**src/rtl/keypad_pkg.sv**
```systemverilog
// Shared types and constants for the 4x4 keypad scanner.
// KEYPAD_SIM_FAST_SCAN_EN selects a 4-clock column period for fast simulation.
package keypad_pkg;

  typedef enum logic [1:0] {
    ST_IDLE     = 2'd0,
    ST_DEBOUNCE = 2'd1,
    ST_PRESSED  = 2'd2,
    ST_RELEASE  = 2'd3
  } state_t;

  typedef enum logic [1:0] {
    FR_NONE   = 2'd0,
    FR_SINGLE = 2'd1,
    FR_MULTI  = 2'd2
  } frame_class_t;

  localparam logic [3:0] COL_PAT_0 = 4'b1110;
  localparam logic [3:0] COL_PAT_1 = 4'b1101;
  localparam logic [3:0] COL_PAT_2 = 4'b1011;
  localparam logic [3:0] COL_PAT_3 = 4'b0111;

  localparam int SCAN_PERIOD_FAST  = 4;
  localparam int SCAN_PERIOD_BOARD = 32768;

`ifdef KEYPAD_SIM_FAST_SCAN_EN
  localparam int SCAN_PERIOD = SCAN_PERIOD_FAST;
`else
  localparam int SCAN_PERIOD = SCAN_PERIOD_BOARD;
`endif

  function automatic logic [3:0] col_pattern(input logic [1:0] idx);
    logic [3:0] pat;
    case (idx)
      2'd0:    pat = COL_PAT_0;
      2'd1:    pat = COL_PAT_1;
      2'd2:    pat = COL_PAT_2;
      default: pat = COL_PAT_3;
    endcase
    return pat;
  endfunction

  // lows holds one bit per key at index {row_idx, col_idx}.
  function automatic frame_class_t classify_frame(input logic [15:0] lows);
    int n;
    frame_class_t cls;
    n = 0;
    for (int i = 0; i < 16; i++) begin
      if (lows[i]) n++;
    end
    if (n == 0)      cls = FR_NONE;
    else if (n == 1) cls = FR_SINGLE;
    else             cls = FR_MULTI;
    return cls;
  endfunction

  function automatic logic [3:0] lowest_key(input logic [15:0] lows);
    logic [3:0] code;
    logic       found;
    code  = 4'h0;
    found = 1'b0;
    for (int i = 0; i < 16; i++) begin
      if (lows[i] && !found) begin
        code  = 4'(i);
        found = 1'b1;
      end
    end
    return code;
  endfunction

  function automatic logic [2:0] sat_inc3(input logic [2:0] c);
    return (c == 3'd7) ? 3'd7 : c + 3'd1;
  endfunction

endpackage

```
**src/rtl/keypad_row_sync.sv**
```systemverilog
// Two-flop synchronizer for the active-low keypad rows; resets to "no row low".
module keypad_row_sync #(
  parameter int WIDTH = 4
) (
  input  logic             clock,
  input  logic             reset,
  input  logic [WIDTH-1:0] d,
  output logic [WIDTH-1:0] q
);

  logic [WIDTH-1:0] meta_reg;
  logic [WIDTH-1:0] sync_reg;

  generate
    for (genvar gi = 0; gi < WIDTH; gi++) begin : g_bit
      always_ff @(posedge clock or posedge reset) begin
        if (reset) begin
          meta_reg[gi] <= 1'b1;
          sync_reg[gi] <= 1'b1;
        end else begin
          meta_reg[gi] <= d[gi];
          sync_reg[gi] <= meta_reg[gi];
        end
      end
    end
  endgenerate

  assign q = sync_reg;

endmodule

```
**src/rtl/keypad_scanner.sv**
```systemverilog
// 4x4 matrix keypad scanner with frame-based press/release debouncing.
// Column period comes from keypad_pkg (see KEYPAD_SIM_FAST_SCAN_EN) unless overridden.
module keypad_scanner
  import keypad_pkg::*;
#(
  parameter int DEBOUNCE_FRAMES  = 4,
  parameter int SCAN_PERIOD_CLKS = SCAN_PERIOD
) (
  input  logic       clock,
  input  logic       reset,
  input  logic [3:0] row_in,
  output logic [3:0] col_out,
  output logic [3:0] key_code,
  output logic       key_valid,
  output logic       key_down
);

  localparam int SCAN_W = (SCAN_PERIOD_CLKS > 1) ? $clog2(SCAN_PERIOD_CLKS) : 1;
  localparam logic [SCAN_W-1:0] SCAN_LAST = SCAN_W'(SCAN_PERIOD_CLKS - 1);
  localparam logic [2:0] DB_TARGET = 3'(DEBOUNCE_FRAMES);

  logic [3:0]        row_sync;
  logic [SCAN_W-1:0] scan_cnt_reg;
  logic [1:0]        col_idx_reg;
  logic [15:0]       frame_lows_reg;
  logic [15:0]       lows_next;
  logic              frame_done_reg;
  frame_class_t      frame_class_reg;
  logic [3:0]        frame_code_reg;
  logic              sample_en;

  state_t            state_reg, state_next;
  logic [2:0]        count_reg, count_next;
  logic [3:0]        cand_reg, cand_next;
  logic [3:0]        key_code_reg;
  logic              key_valid_reg;
  logic              accept;
  logic [2:0]        count_inc;

  keypad_row_sync #(.WIDTH(4)) u_row_sync (
    .clock (clock),
    .reset (reset),
    .d     (row_in),
    .q     (row_sync)
  );

  // Rows are only trusted on the last clock of a column period, after settling.
  assign sample_en = (scan_cnt_reg == SCAN_LAST);

  always_comb begin
    lows_next = frame_lows_reg;
    for (int r = 0; r < 4; r++) begin
      if (!row_sync[r]) lows_next[{2'(r), col_idx_reg}] = 1'b1;
    end
  end

  always_ff @(posedge clock or posedge reset) begin
    if (reset) begin
      scan_cnt_reg    <= '0;
      col_idx_reg     <= 2'd0;
      frame_lows_reg  <= 16'h0;
      frame_done_reg  <= 1'b0;
      frame_class_reg <= FR_NONE;
      frame_code_reg  <= 4'h0;
    end else begin
      frame_done_reg <= 1'b0;
      if (sample_en) begin
        scan_cnt_reg <= '0;
        col_idx_reg  <= col_idx_reg + 2'd1;
        if (col_idx_reg == 2'd3) begin
          frame_lows_reg  <= 16'h0;
          frame_done_reg  <= 1'b1;
          frame_class_reg <= classify_frame(lows_next);
          frame_code_reg  <= lowest_key(lows_next);
        end else begin
          frame_lows_reg <= lows_next;
        end
      end else begin
        scan_cnt_reg <= scan_cnt_reg + 1'b1;
      end
    end
  end

  assign col_out = col_pattern(col_idx_reg);

  // FSM state register, with the accepted-key registers it owns.
  always_ff @(posedge clock or posedge reset) begin
    if (reset) begin
      state_reg     <= ST_IDLE;
      count_reg     <= 3'd0;
      cand_reg      <= 4'h0;
      key_code_reg  <= 4'h0;
      key_valid_reg <= 1'b0;
    end else begin
      state_reg     <= state_next;
      count_reg     <= count_next;
      cand_reg      <= cand_next;
      key_valid_reg <= accept;
      if (accept) key_code_reg <= cand_next;
    end
  end

  assign count_inc = sat_inc3(count_reg);

  always_comb begin
    state_next = state_reg;
    count_next = count_reg;
    cand_next  = cand_reg;
    accept     = 1'b0;
    if (frame_done_reg) begin
      case (state_reg)
        ST_IDLE: begin
          if (frame_class_reg == FR_SINGLE) begin
            cand_next = frame_code_reg;
            if (DB_TARGET <= 3'd1) begin
              state_next = ST_PRESSED;
              count_next = 3'd0;
              accept     = 1'b1;
            end else begin
              state_next = ST_DEBOUNCE;
              count_next = 3'd1;
            end
          end
        end
        ST_DEBOUNCE: begin
          if (frame_class_reg == FR_SINGLE && frame_code_reg == cand_reg) begin
            if (count_inc >= DB_TARGET) begin
              state_next = ST_PRESSED;
              count_next = 3'd0;
              accept     = 1'b1;
            end else begin
              count_next = count_inc;
            end
          end else begin
            state_next = ST_IDLE;
            count_next = 3'd0;
          end
        end
        ST_PRESSED: begin
          if (frame_class_reg == FR_NONE) begin
            if (DB_TARGET <= 3'd1) begin
              state_next = ST_IDLE;
              count_next = 3'd0;
            end else begin
              state_next = ST_RELEASE;
              count_next = 3'd1;
            end
          end
        end
        default: begin
          if (frame_class_reg == FR_NONE) begin
            if (count_inc >= DB_TARGET) begin
              state_next = ST_IDLE;
              count_next = 3'd0;
            end else begin
              count_next = count_inc;
            end
          end else begin
            state_next = ST_PRESSED;
            count_next = 3'd0;
          end
        end
      endcase
    end
  end

  always_comb begin
    key_down  = (state_reg == ST_PRESSED) || (state_reg == ST_RELEASE);
    key_valid = key_valid_reg;
    key_code  = key_code_reg;
  end

endmodule

```
**config.mk**
```make
export PLATFORM = sky130hd
export DESIGN_NAME = keypad_scanner
export DESIGN_NICKNAME = d
export VERILOG_FILES = /design/src/rtl/keypad_pkg.sv /design/src/rtl/keypad_row_sync.sv /design/src/rtl/keypad_scanner.sv
export SDC_FILE = /design/constraint.sdc
export NUM_CORES = 1
export LEC_CHECK = 0
export CAP_MARGIN = 20
export CORE_ASPECT_RATIO = 1.75
export CORE_MARGIN = 5
export CORE_UTILIZATION = 55
export DETAILED_ROUTE_END_ITERATION = 12
export PLACE_DENSITY = 0.78
export REMOVE_ABC_BUFFERS = 1
export SLEW_MARGIN = 20
export SYNTH_ARGS = -nofsm -noshare
export SYNTH_HDL_FRONTEND = slang
export SYNTH_SLANG_ARGS = --single-unit
```
**constraint.sdc**
```tcl
create_clock -name clock -period 24.3 [get_ports clock]
set_input_delay 6.075 -clock clock [delete_from_list [all_inputs] [get_ports clock]]
set_output_delay 6.075 -clock clock [all_outputs]
set_load 0.02 [all_outputs]
```
# Yosys cells after proc, flatten, opt, wreduce, memory -nomap -nowiden
# Cells that the tools add are included.
[word_totals]
reg_bits = 62
latchBits = 0
mem_bits_rw = 0
rom_bits = 0
in_bits = 6
wordCells = 256
memories = 0
[classes]
add_sub_neg = 18
n_mul = 0
div = 0
n_lt_le_gt_ge = 9
n_eq_ne = 15
shifts = 0
mux = 148
n_bitwise = 4
reduce_logical = 43
[op_table]
columns = ["cell", "count"]
rows = [
  ["$mux W32", 47],
  ["$add A32 B2 Y32 const B", 15],
  ["$mux W16", 5],
  ["$mux W4", 17],
  ["$mux W1", 57],
  ["$eq A32 B2 Y1 const B", 1],
  ["$logic_not A32 Y1", 1],
  ["$logic_and A1 B1 Y1", 20],
  ["$mux W3", 6],
  ["$mux W2", 8],
  ["$or A16 B12 Y16", 1],
  ["$or A16 B16 Y16", 1],
  ["$or A16 B4 Y16", 1],
  ["$or A16 B8 Y16", 1],
  ["$add A15 B1 Y15 const B", 1],
  ["$eq A15 B15 Y1 const B", 1],
  ["$logic_not A1 Y1", 15],
  ["$mux W15", 1],
  ["$pmux W4 S3", 1],
  ["$lt A4 B5 Y1 const B", 2],
  ["$pmux W3 S3", 1],
  ["$demux W1 S2", 4],
  ["$eq A2 B2 Y1 const B", 4],
  ["$ge A4 B1 Y1 const B", 2],
  ["19 further kinds", 24],
]

# Longest topological paths before layout
[depth]
ltp_word = 88
depth_mapped = 52

# By module
# From an unflattened synthesis, not the netlist that was laid out.
[unflattened]
hier_cells = 539
hier_area_um2 = 4819.6
[modules_own_cells]
columns = ["mod", "n_inst", "cells_per_inst", "area_each_um2", "seq_area_each_um2"]
rows = [
  ["keypad_scanner", 1, 530, 4605.7, 1351.3],
  ["keypad_row_sync", 1, 9, 214.0, 210.2],
]

# Worst setup path after synthesis
# No wires, ideal clock.
[synth_timing]
path_type = "reg2reg"
start = "register col_idx_reg[0]"
end = "register frame_class_reg[0]"
setup_time_ns = 0.095
arrival_ns = 8.995
required_ns = 24.205
setup_slack_ns = 15.209
stages_incl_launch_ff = 52
n_path_buf = 1
path_cell_list = "dfrtp_1 > inv_1 > ha_1 > buf_2 > a21oi_1 > inv_1 > ha_1 > o31a_1 > ha_1 > o21ai_0 > nand2_1 > ha_1 > nand2_1 > nand2_1 > ha_1 > o21ai_0 > a21boi_0 > a31oi_1 > [... 16 more ...] > ha_1 > nand2_1 > o21ai_0 > ha_1 > o22ai_1 > inv_1 > ha_1 > nand2_1 > o21ai_0 > ha_1 > mux2_2 > ha_1 > nor2_1 > nand2_1 > nor2_1 > o31a_1 > o211ai_2 > o31ai_1"
[synth_via]
elab_chain_len = 78
word_cells_on_any_way = 97
cone_classes = "add/sub (15); order compare (8); eq/ne (2); mux (62); bitwise (4); reduce/logical (6)"
[synth_lines]
columns = ["element", "line_no", "rtl"]
rows = [
  ["start: declaration", "keypad_scanner.sv:24", "logic [1:0] col_idx_reg;"],
  ["start signal: assignment", "keypad_scanner.sv:69", "col_idx_reg <= col_idx_reg + 2'd1;"],
  ["$lt A2 B5 Y1 (implied by the code) or $ge A2 B1 Y1 (tied branches)", "keypad_scanner.sv:53", "if (!row_sync[r]) lows_next[{2'(r), col_idx_reg}] = 1'b1;"],
  ["$logic_and A1 B1 Y1 (implied by the code)", "keypad_scanner.sv:53", ""],
  ["$mux W1 (implied by the code)", "keypad_scanner.sv:53", ""],
  ["$demux W1 S2", "keypad_scanner.sv:53", ""],
  ["$or A16 B4 Y16 (no line)", "--", ""],
  ["$mux W16", "keypad_scanner.sv:53", ""],
  ["$or A16 B8 Y16 (no line)", "--", ""],
  ["$mux W16", "keypad_scanner.sv:53", ""],
  ["[... 62 more ...]", "--", ""],
  ["$mux W32", "keypad_scanner.sv:67", "if (sample_en) begin"],
  ["$add A32 B2 Y32", "keypad_pkg.sv:49", "if (lows[i]) n++;"],
  ["$mux W32", "keypad_pkg.sv:49", ""],
  ["$mux W32", "keypad_scanner.sv:70", "if (col_idx_reg == 2'd3) begin"],
  ["$mux W32", "keypad_scanner.sv:67", ""],
  ["$eq A32 B2 Y1", "keypad_pkg.sv:52", "else if (n == 1) cls = FR_SINGLE;"],
  ["$mux W2", "keypad_pkg.sv:52", ""],
  ["$mux W2", "keypad_pkg.sv:51", "if (n == 0) cls = FR_NONE;"],
  ["end signal: assignment", "keypad_scanner.sv:73", "frame_class_reg <= classify_frame(lows_next);"],
  ["end: declaration", "keypad_scanner.sv:28", "frame_class_t frame_class_reg;"],
]
# Parallel ways exist; a longest one is shown, timed or not. The select of a mux whose other input is x is not followed.
# A chain may end at the register's enable or synchronous reset.

# Worst setup path in the final report
# Same ends and word-level chain as after synthesis.

==> results.toml <==
[global_route]
grtUsageMet2 = 0.366
grt_overflow = 0
met1_usage = 0.213
busiest_layer = "met2"
grt.total_usage = 0.196
grt_pass1_wl_um = 17200
grt_pass1_vias = 3835
grt_util_met3 = 0.0246
antenna_found_initial = 0
grt_start_max_net_pins = 63

[synth]
synth_seq_cells = 62
synth_common_cells = "nor2_1, dfrtp_1, nand2_1"
synth.most_common_cell = "nor2_1"
synthFlopType = "dfrtp_1"
synthCells = 530
synth_top_area_share = 0.273
async_flop_share = 1.00
synth_top_cell_by_area = "dfrtp_1"
synth-edff-count = 0
netlist_area_sq_mm = 0.00495
synth.distinct_cells = 80
avgSynthCellArea_sq_um = 9.33
synth.top_cells.by_area = "dfrtp_1, ha_1, xnor2_1, nor2_1, dfstp_2"
yosys_warnings = 0
yosysSeqAreaShare = 0.316

[cells_and_area]
diodes = 0
n_fill_cell = 688
final_nets = 583
multiInputGateArea_sq_mm = 0.00321
largest_reg_flops = 16
drive_gt1_frac = 0.145
ff_latch_area_sq_mm = 0.00156
syn_to_final_growth_pct = 11.0
layoutNonFillerInstCount = 668

[cts]
h-tree-depth = 3
cts.repair.resized = 0
cts_tree = "yes"
cts_hold_buf = 0
cts_setup_buffers = 0
cts-root-buf = "clkbuf_16"
clkLatencyLatePin_ns = 0.32
clk_pin_slew_worst_paths_ns = 0.05
clockBufferDepth = 2
cts.sinks = 62
cts_buffers = 9

[sta]
skew_ns = 0.00397
setup_tns_ns = 0
worst_hold_slack_ns = 0.351
fmax_ghz = 0.0998
tightest_slew_ns = 0.735
hold_violations = 0
period_minus_slack_ns = 10.02
rsz0062_at_grt = "false"
final_max_slew_viol_count = 0
relSlewSlack = 0.510
finalSetupViolCount = 0
timing.final.crit_share = 0.412

[die]
rows = 45
fp.dieH_um = 135
die_x_um = 81.7
fp.dieArea_sq_mm = 0.0111
io_pins = 16
initial_utilization = 0.567
core_area_sq_mm = 0.00873

[power_and_ir_drop]
p_leak_nw = 2.41
peakVddDrop_mv = 0.0905
powerDensity_mw_per_mm2 = 45.8

[worst_setup_path]
max_stage_delay_ns = 0.42
cp.arrival_ns = 10.21
crit_required_ns = 24.49
cp_max_fo = 12
rr_startpoint = "col_idx_reg[0]"
crit_family = "adder cells"
path_class = "reg2reg"
slowest_stage = "dfrtp_1"
cpMostUsedCell = "ha_1"
crit_path_start = "col_idx_reg[0]"
endpoint_kind = "flop"
critPathLaunchType = "flop"
crit_buf_inv = 5

[placed_design]
gp_congestion = 0.838
dp_hpwl_um = 7840
dp.cells = 652
portBuffers = 15

[drt]
routed_via_density = 5.78
drt_iter0_drc = 172
wirelength_um = 10100
dr_total_vias = 3864
drc_errors = 0
routedWlPerCell_um = 15.1
ant_nets = 0
dr.pass1.iters = 4

[status]
status = "finished, final reports clean"

[job]
cap_viol_max_count = 0

[min_path]
hp-start = "u_row_sync.meta_reg[2]"
hp-class = "reg2reg"
-- per-layer routing --
layer	wire (um)	up-vias	part of all wire
met3	239	23	0.024
li1	-	1892	-
met4	286	0	0.028
met1	3910	1872	0.39
met2	5670	77	0.56
met5	0	-	0
-- per-stage QoR --
| stage | util | area [sq um] | power (mW) | setup slack (ns) |
|---|---|---|---|---|
| after floorplan | - | 4880 | 0.129 | 15.18 |
| after global placement | 0.596 | 5200 | 0.134 | 14.69 |
| after detailed placement | 0.596 | 5200 | 0.135 | 14.30 |
| after CTS | 0.629 | 5490 | 0.255 | 14.28 |
| after global routing | 0.629 | 5490 | 0.263 | 13.39 |
| final | 0.629 | 5490 | 0.251 | 14.28 |
-- cell families (layout without fill, tap and decap cells) --
family | after synthesis | after routing | synth area share
buffers and inverters | 43 | 64 | 0.0364
AO/OA/AOI/OAI | 122 | 122 | 0.170
AND/OR/NAND/NOR | 186 | 186 | 0.200
adder cells (fa/ha/maj) | 33 | 33 | 0.0824
XOR/XNOR | 68 | 68 | 0.159
multiplexers | 16 | 16 | 0.0362
flip-flops | 62 | 62 | 0.316
-- worst register-to-register path: cells and delay by family (launching register included) --
family          cells  cell delay, ns
compound gates     16            3.33
xor+xnor            3            0.58
fa+ha+maj          13            3.70
buf+inv             5            0.45
flops               1            0.42
mux                 1            0.26
simple gates       10            1.18
-- cell type report --
cell class,count,area share
flip-flops and latches,62,0.284
multi-input cells,425,0.584
well taps,117,0.0267
clock buffers,16,0.0531
inverters,30,0.0205
repair buffers,18,0.0314
-- report_power, final --
group	switching [mW]	total, mW	internal, mW
Combinational	0.0166	0.0277	0.0112
Clock	0.0384	0.118	0.0799
Sequential	0.000526	0.105	0.105
-- cell usage in the layout, fill, tap and decap left out, drive strengths merged, types with 5 or more instances in the layout --
| master | instances |
|---|---|
| and3 | 6 |
| nor2b | 20 |
| xnor2 | 42 |
| o21ai | 35 |
| xor2 | 25 |
| nand4 | 6 |
| dfstp | 8 |
| ha | 31 |
| a31oi | 15 |
| clkdlybuf4s50 | 15 |
| inv | 29 |
| nor3 | 7 |
| clkbuf | 16 |
| mux2 | 12 |
| a211oi | 5 |
| a21oi | 26 |
| nor2 | 63 |
| a21o | 9 |
| nand3 | 19 |
| nand2 | 33 |
| or2 | 5 |
| dfrtp | 54 |
| and2 | 8 |
-- worst paths after layout --
path                       slack, ns  cells after the start            endpoint
max                            14.28                     48  frame_class_reg[0]
min                             0.35                      0     u_row_sync.q[2]
max reg2reg                    14.28                     48  frame_class_reg[0]
min reg2reg                     0.35                      0     u_row_sync.q[2]
max in group asynchronous      17.52                      3        count_reg[0]
min in group asynchronous       6.30                      3      col_idx_reg[1]
No activity file was read; power rests on OpenSTA's default activity.
